File: config.mk
export PLATFORM = sky130hd
export DESIGN_NAME = uart_tx
export DESIGN_NICKNAME = d
export VERILOG_FILES = /design/src/rtl/uart_tx.sv
export SDC_FILE = /design/constraint.sdc
export NUM_CORES = 1
export LEC_CHECK = 0
export BUFFER_PORTS_ARGS = -buffer_cell sky130_fd_sc_hd__buf_2
export CAP_MARGIN = 10
export CORE_MARGIN = 2
export CORE_UTILIZATION = 28
export DETAILED_ROUTE_END_ITERATION = 10
export PLACE_DENSITY_LB_ADDON = 0.25
export SYNTH_ARGS = -nofsm -noshare
export SYNTH_HDL_FRONTEND = slang
export SYNTH_SLANG_ARGS = --single-unit
File: constraint.sdc
create_clock -name clk -period 5.7 [get_ports clk]
set_input_delay 0.57 -clock clk [delete_from_list [all_inputs] [get_ports clk]]
set_output_delay 0.57 -clock clk [all_outputs]
set_load 0.005 [all_outputs]
File: src/rtl/uart_tx.sv
// uart_tx: byte-wide UART transmitter with a small transmit FIFO.
// Sends 8N1 frames (start bit, 8 data bits LSB first, stop bit), each bit
// held for CLKS_PER_BIT clocks. full, busy and tx all come straight from flops.
module uart_tx #(
   parameter int CLKS_PER_BIT = 434,
   parameter int FIFO_DEPTH   = 4
) (
   input  logic       clk,
   input  logic       rst,
   input  logic [7:0] din,
   input  logic       we,
   output logic       full,
   output logic       busy,
   output logic       tx
);

   localparam int CNT_W = $clog2(CLKS_PER_BIT);
   localparam int PTR_W = $clog2(FIFO_DEPTH);

   localparam logic [CNT_W-1:0] BAUD_LAST = CNT_W'(CLKS_PER_BIT - 1);
   localparam logic [CNT_W-1:0] BAUD_ONE  = CNT_W'(1);
   localparam logic [PTR_W:0]   DEPTH_CNT = (PTR_W + 1)'(FIFO_DEPTH);
   localparam logic [PTR_W:0]   COUNT_ONE = (PTR_W + 1)'(1);
   localparam logic [PTR_W-1:0] PTR_ONE   = PTR_W'(1);

   typedef enum logic [1:0] {IDLE, START, DATA, STOP} state_t;

   state_t           state, state_next;
   logic [CNT_W-1:0] baud_cnt, baud_next;
   logic [2:0]       bit_idx, bit_next;
   logic [7:0]       shift_reg, shift_next;
   logic             tx_next;

   logic [7:0]       fifo_mem [FIFO_DEPTH];
   logic [PTR_W-1:0] wr_ptr, rd_ptr;
   logic [PTR_W:0]   count, count_next;
   logic             push, pop, baud_done;

   // A write is only taken when there is room; a full FIFO drops the byte even
   // if the transmitter frees a slot on the same edge.
   assign push      = we && (count != DEPTH_CNT);
   assign pop       = (state == IDLE) && (count != '0);
   assign baud_done = (baud_cnt == BAUD_LAST);

   // Occupancy bookkeeping: simultaneous push and pop cancel out.
   always_comb begin
      count_next = count;
      case ({push, pop})
         2'b10:   count_next = count + COUNT_ONE;
         2'b01:   count_next = count - COUNT_ONE;
         default: count_next = count;
      endcase
   end

   // FIFO pointers and count; pointers wrap naturally since depth is a power of two.
   always_ff @(posedge clk) begin
      if (rst) begin
         wr_ptr <= '0;
         rd_ptr <= '0;
         count  <= '0;
      end else begin
         if (push) wr_ptr <= wr_ptr + PTR_ONE;
         if (pop)  rd_ptr <= rd_ptr + PTR_ONE;
         count <= count_next;
      end
   end

   // FIFO storage needs no reset; the pointers define which entries are valid.
   always_ff @(posedge clk) begin
      if (!rst && push) fifo_mem[wr_ptr] <= din;
   end

   // Frame sequencer: decides the next state, baud count, bit index and shifter.
   always_comb begin
      state_next = state;
      baud_next  = baud_cnt;
      bit_next   = bit_idx;
      shift_next = shift_reg;
      case (state)
         IDLE: begin
            if (pop) begin
               state_next = START;
               baud_next  = '0;
               bit_next   = '0;
               shift_next = fifo_mem[rd_ptr];
            end
         end
         START: begin
            if (baud_done) begin
               baud_next  = '0;
               state_next = DATA;
            end else begin
               baud_next = baud_cnt + BAUD_ONE;
            end
         end
         DATA: begin
            if (baud_done) begin
               baud_next  = '0;
               shift_next = {1'b0, shift_reg[7:1]};
               bit_next   = bit_idx + 3'd1;
               if (bit_idx == 3'd7) state_next = STOP;
            end else begin
               baud_next = baud_cnt + BAUD_ONE;
            end
         end
         STOP: begin
            if (baud_done) begin
               baud_next  = '0;
               state_next = IDLE;
            end else begin
               baud_next = baud_cnt + BAUD_ONE;
            end
         end
         default: state_next = IDLE;
      endcase

      // The line level is decoded from the upcoming state so tx is a plain flop.
      tx_next = 1'b1;
      case (state_next)
         START:   tx_next = 1'b0;
         DATA:    tx_next = shift_next[0];
         default: tx_next = 1'b1;
      endcase
   end

   // Sequencer state and registered outputs; reset aborts any frame in flight.
   always_ff @(posedge clk) begin
      if (rst) begin
         state     <= IDLE;
         baud_cnt  <= '0;
         bit_idx   <= '0;
         shift_reg <= '0;
         tx        <= 1'b1;
         full      <= 1'b0;
         busy      <= 1'b0;
      end else begin
         state     <= state_next;
         baud_cnt  <= baud_next;
         bit_idx   <= bit_next;
         shift_reg <= shift_next;
         tx        <= tx_next;
         full      <= (count_next == DEPTH_CNT);
         busy      <= (count_next != '0) || (state_next != IDLE);
      end
   end

endmodule

# Word level (Yosys, flattened, before mapping)

Memory sizes are Yosys's and may differ from the RTL's. A register that Yosys moved wholly into a read port is not among the register bits.
Cells that the tools add are included.
Widths: inputs -> output; s select.

Bits of input ports: 11
Flip-flop bits (word level): 32
Word-level logic and storage cells: 64
Bits in writable memories: 32
Memories: 1
Output and inout bits: 3

Add/subtract/negate cells: 6
Reductions and logical operators: 12
Mux-type cells: 21
Equal/unequal tests: 13

Memories:

| memory   | words | width | read ports | clocked after memory_dff | wr ports | line | source |
|---|---|---|---|---|---|---|---|
| fifo_mem | 4     | 8     | 1          | 1                        | 1        | 34   | `logic [7:0] fifo_mem [FIFO_DEPTH];` |

Operator list:

| kind                | count |
|---|---|
| $mux 9              | 2 |
| $pmux 9 s2          | 1 |
| $mux 8              | 2 |
| $pmux 8 s2          | 1 |
| $mux 2              | 7 |
| $pmux 3 s2          | 2 |
| $add 9x1->9 const B | 1 |
| $eq 9x9->1 const B  | 1 |
| $eq 2x2->1 const B  | 4 |
| $pmux 2 s4          | 1 |
| $add 3x1->3 const B | 2 |
| $eq 2x1->1 const B  | 3 |
| $eq 3x3->1 const B  | 2 |
| $mux 3              | 2 |
| $reduce_bool 3->1   | 2 |
| $add 2x1->2 const B | 2 |
| $ne 2x2->1 const B  | 2 |
| $reduce_bool 2->1   | 2 |
| $logic_and 1x1->1   | 3 |
| $ne 3x3->1 const B  | 1 |
| $reduce_and 3->1    | 1 |
| $reduce_or 3->1     | 1 |
| $sub 3x1->3 const B | 1 |
| $logic_not 2->1     | 1 |
| 4 further kinds     | 5 |

# Depth between registers and ports, before layout

Word-level depth: 6
Gate-level depth with buffers: 12
Gate-level depth less buffers: 10

# Least setup slack after synthesis

No wires, ideal clock.

Path type: reg-to-reg
From: reg count[0]
To: reg busy
Required time: 5.568 ns
Setup time: 0.132 ns
Data arrival time: 2.306 ns
Period minus slack after synthesis: 2.438 ns
Stages on the path, launching flop included: 13
Setup slack: 3.262 ns
Path through: dfxtp_1 -> buf_2 -> nor3_1 -> nor3_1 -> buf_2 -> ha_1 -> inv_1 -> fa_1 -> xor2_1 -> xnor2_1 -> a31oi_1 -> nor2_1 -> a21oi_1

Word-level cells in the longest chain between the ends: 6
Elaborated cells on any way between the ends: 14
Classes of those cells: 2 x add/sub; 3 x eq/ne; 3 x mux; 6 x reduce/logical

RTL lines:

| element                                                | line   | source |
|---|---|---|
| from (decl)                                            | 36     | `logic [PTR_W:0] count, count_next;` |
| from (signal assigned)                                 | 64     | `count <= count_next;` |
| $ne 3x3->1 or $reduce_bool 3->1 (tied branches)        | 41, 42 |  |
| $logic_and 1x1->1 (on tied branches)                   | 41, 42 |  |
| $eq 2x1->1, or another cell as far along               | 48     | `case ({push, pop})` |
| $pmux 3 s2 or $pmux 2 s4 (tied branches)               | 48, 79 |  |
| $reduce_bool 3->1 or $reduce_bool 2->1 (tied branches) | 143    | `busy <= (count_next != '0) \|\| (state_next != IDLE);` |
| $logic_or 1x1->1 *                                     | 143    |  |
| to (signal assigned)                                   | 143    |  |
| to (decl)                                              | 13     | `output logic busy,` |

Every way passes the cells marked *; elsewhere a longest branch is shown, timed or not.
A chain may end at the register's enable or synchronous reset.

# Worst setup path in the final report

From: reg count[2]
To: reg busy

Same word-level chain as after synthesis.

==> results_dict.tcl <==
set metrics [dict create \
    worst_skew_pair.late_latency_ns 0.35 \
    path_max_fanout 4 \
    tritoncts "yes" \
    drtIter0Drc 59 \
    grt_usage_pct 10.1 \
    cts_repair_resize_count 0 \
    die_h_um 104 \
    synth_top_flop_cell "dfxtp_1" \
    htree_levels 3 \
    vias 1750 \
    swShare_pct 33.7 \
    rsz0062_at_grt "no" \
    p_total_uw 1420 \
    num_rows 36 \
    die_area_sq_um 10800 \
    hold_start "din[5]" \
    grt_pass1_vias 1734 \
    synth_edf_count 32 \
    post_cts.repair.setup_buffers 0 \
    internal_power_uw 940 \
    comb_power_share_pct 27.6 \
    fin_skew_ns 0.00560 \
    antenna_found_initial 0 \
    drc 0 \
    nets 266 \
    slew_violations 0 \
    r2r_slack_ns 3.14 \
    max_cap_viol_count 0 \
    hpwl_um 3230 \
    layout-drive-gt1-share_pct 18.4 \
    cp.required_ns 5.91 \
    cts_buffers 9 \
    root_buffer "clkbuf_8" \
    syn_nets 250 \
    pwr-share-clk_pct 28.4 \
    fillerInstances 1034 \
    drt-pass1-iter-count 6 \
    routabilityCongestion 0.711 \
    yosysSeqAreaShare_pct 58.9 \
    largest_reg_flops 32 \
    max_freq_mhz 391 \
    port_buffers 13 \
    path_clk_slew_ns 0.08 \
    grt_overflow 0 \
    synth_area_per_cell_sq_um 12.2 \
    irDropWorstVdd_uv 170 \
    synth-seq-cells 66 \
    die_x_um 104 \
    synth_cell_types 43 \
    cts_hold_buf 0 \
    r2r_start "count[2]" \
    yosys_warnings 0 \
    leakagePower_uw 0.00108 \
    grt_start_max_net_pins 35 \
    period_needed_ns 2.56 \
    antenna_cells 0 \
    wl_um 4960 \
    crit_type "reg2reg" \
    critical_path_arrival_ns 2.77 \
    post-route-period-util_pct 44.9 \
    cts.sinks 66 \
    cp-startpoint "count[2]" \
    ioPinCount 14 \
    hold_viol_final 0 \
    seqCellArea_sq_um 1640 \
    netSwitchingPower_uw 477 \
    syn_inst 229 \
    relSlewSlack_pct 56.2 \
    p_seq_share_pct 44.0 \
    multi_input_area_sq_um 1070 \
    clockBufferDepth 2 \
    worst_setup_path_start_kind "flip-flop" \
    via_per_inst 4.57 \
    setup_violations 0 \
    fin_setup_tns_ns 0 \
    synthesis.area_sq_um 2790 \
    ys_async_sr_fraction_pct 0 \
    syn2layout_area_growth_pct 14.4 \
    start_util_pct 28.7 \
    end_kind "flip-flop" \
    detail-route-antenna-nets 0 \
    worst_pin_slew_ns 0.651 \
    core_sq_um 9730 \
    post_drt_wl_per_cell_um 13.0 \
    hold_class "in2reg" \
    grt_pass1_wl_um 8430 \
    p_per_area_nw_per_um2 444 \
    outcome "finished clean" \
]
critical path: stages, from the launching register on:
cell and delay (ns):
dfxtp_1 0.40, inv_1 0.08, o31ai_1 0.58, ha_1 0.29
inv_1 0.06, fa_1 0.37, xor2_1 0.22, xnor2_1 0.14
a31oi_1 0.10, nor2_1 0.10, a21oi_1 0.07
stage by stage:
step,instances,area [sq um],hold WS (ns),util (%),setup slack (ns)
after floorplan,229,2790,0.434,-,3.26
after global placement,367,2990,0.446,30.7,3.22
after detailed placement,367,2990,0.453,30.7,3.11
after CTS,383,3190,0.415,32.8,3.11
after global routing,383,3190,0.417,32.8,2.86
final,383,3190,0.428,32.8,3.14
kinds of logic after synthesis:
group	Yosys count	share of synthesized area [%]
flip-flops	66	58.9
AND/OR/NAND/NOR	75	13.8
multiplexers	12	7.94
XOR/XNOR	8	2.51
adder cells (fa/ha/maj)	10	4.76
AO/OA/AOI/OAI	40	9.29
buffers and inverters	18	2.78
cell type report:
class | count | share of cell area [%]
repair buffers | 15 | 2.51
flip-flops and latches | 66 | 51.5
inverters | 8 | 0.942
multi-input cells | 145 | 33.5
clock buffers | 9 | 3.89
well taps | 133 | 5.22
clock inverters | 7 | 2.43
cells in the final DEF (no fill, tap or decap), drive strengths merged, types with 4 or more instances in the layout:
cell type / synthesis / final
mux4: 8 / 8
a311oi: 4 / 4
and2: 5 / 5
ha: 9 / 9
inv: 8 / 10
dfxtp: 34 / 34
edfxtp: 32 / 32
o21ai: 5 / 5
buf: 7 / 15
a22oi: 6 / 6
nand2: 15 / 15
nor3: 4 / 4
a21oi: 17 / 17
clkinvlp: 0 / 4
xor2: 4 / 4
and3: 4 / 4
xnor2: 4 / 4
clkbuf: 3 / 9
nor2: 29 / 29
Yosys cell counts, types with 2 or more instances:
library cell	number	area, sq um
inv_1	8	30.0
nor2_1	27	101
and3_1	3	18.8
nor3b_1	3	22.5
ha_1	9	113
nor2_2	2	12.5
a21oi_1	17	85.1
a211oi_1	2	15.0
nor3_1	4	20.0
buf_2	5	25.0
and2_1	5	31.3
mux4_2	8	180
nor2b_1	3	18.8
mux2i_1	3	30.0
nand4_1	3	18.8
a311oi_1	4	35.0
xnor2_1	4	35.0
nand2_1	15	56.3
dfxtp_1	34	681
nand3_1	3	15.0
o21ai_1	4	20.0
clkbuf_1	3	11.3
a22oi_1	6	45.0
xor2_1	4	35.0
edfxtp_1	32	961
routing by layer:
layer	vias to the layer above	wire, um	GRT usage [%]
met2	25	2420	16.5
met4	0	115	5.50
met5	-	0	0
met3	11	181	3.21
met1	838	2250	11.9
li1	876	-	-
final timing paths:
path | end | cells after the start
worst max-delay path | busy | 10
worst min-delay path | fifo_mem[3][5] | 1
worst max register to register | busy | 10
worst min register to register | shift_reg[1] | 2
power groups by stage:
| stage | clock (uW) | sequential [uW] | combinational (uW) |
|---|---|---|---|
| 3_3_place_gp | 0 | 636 | 396 |
| 3_5_place_dp | 0 | 637 | 395 |
| 6_report | 402 | 624 | 391 |
| 2_1_floorplan | 0 | 606 | 327 |
| 5_1_grt | 435 | 635 | 446 |
| 4_1_cts | 414 | 626 | 398 |
Note: power is estimated with default switching activity, not from simulation.
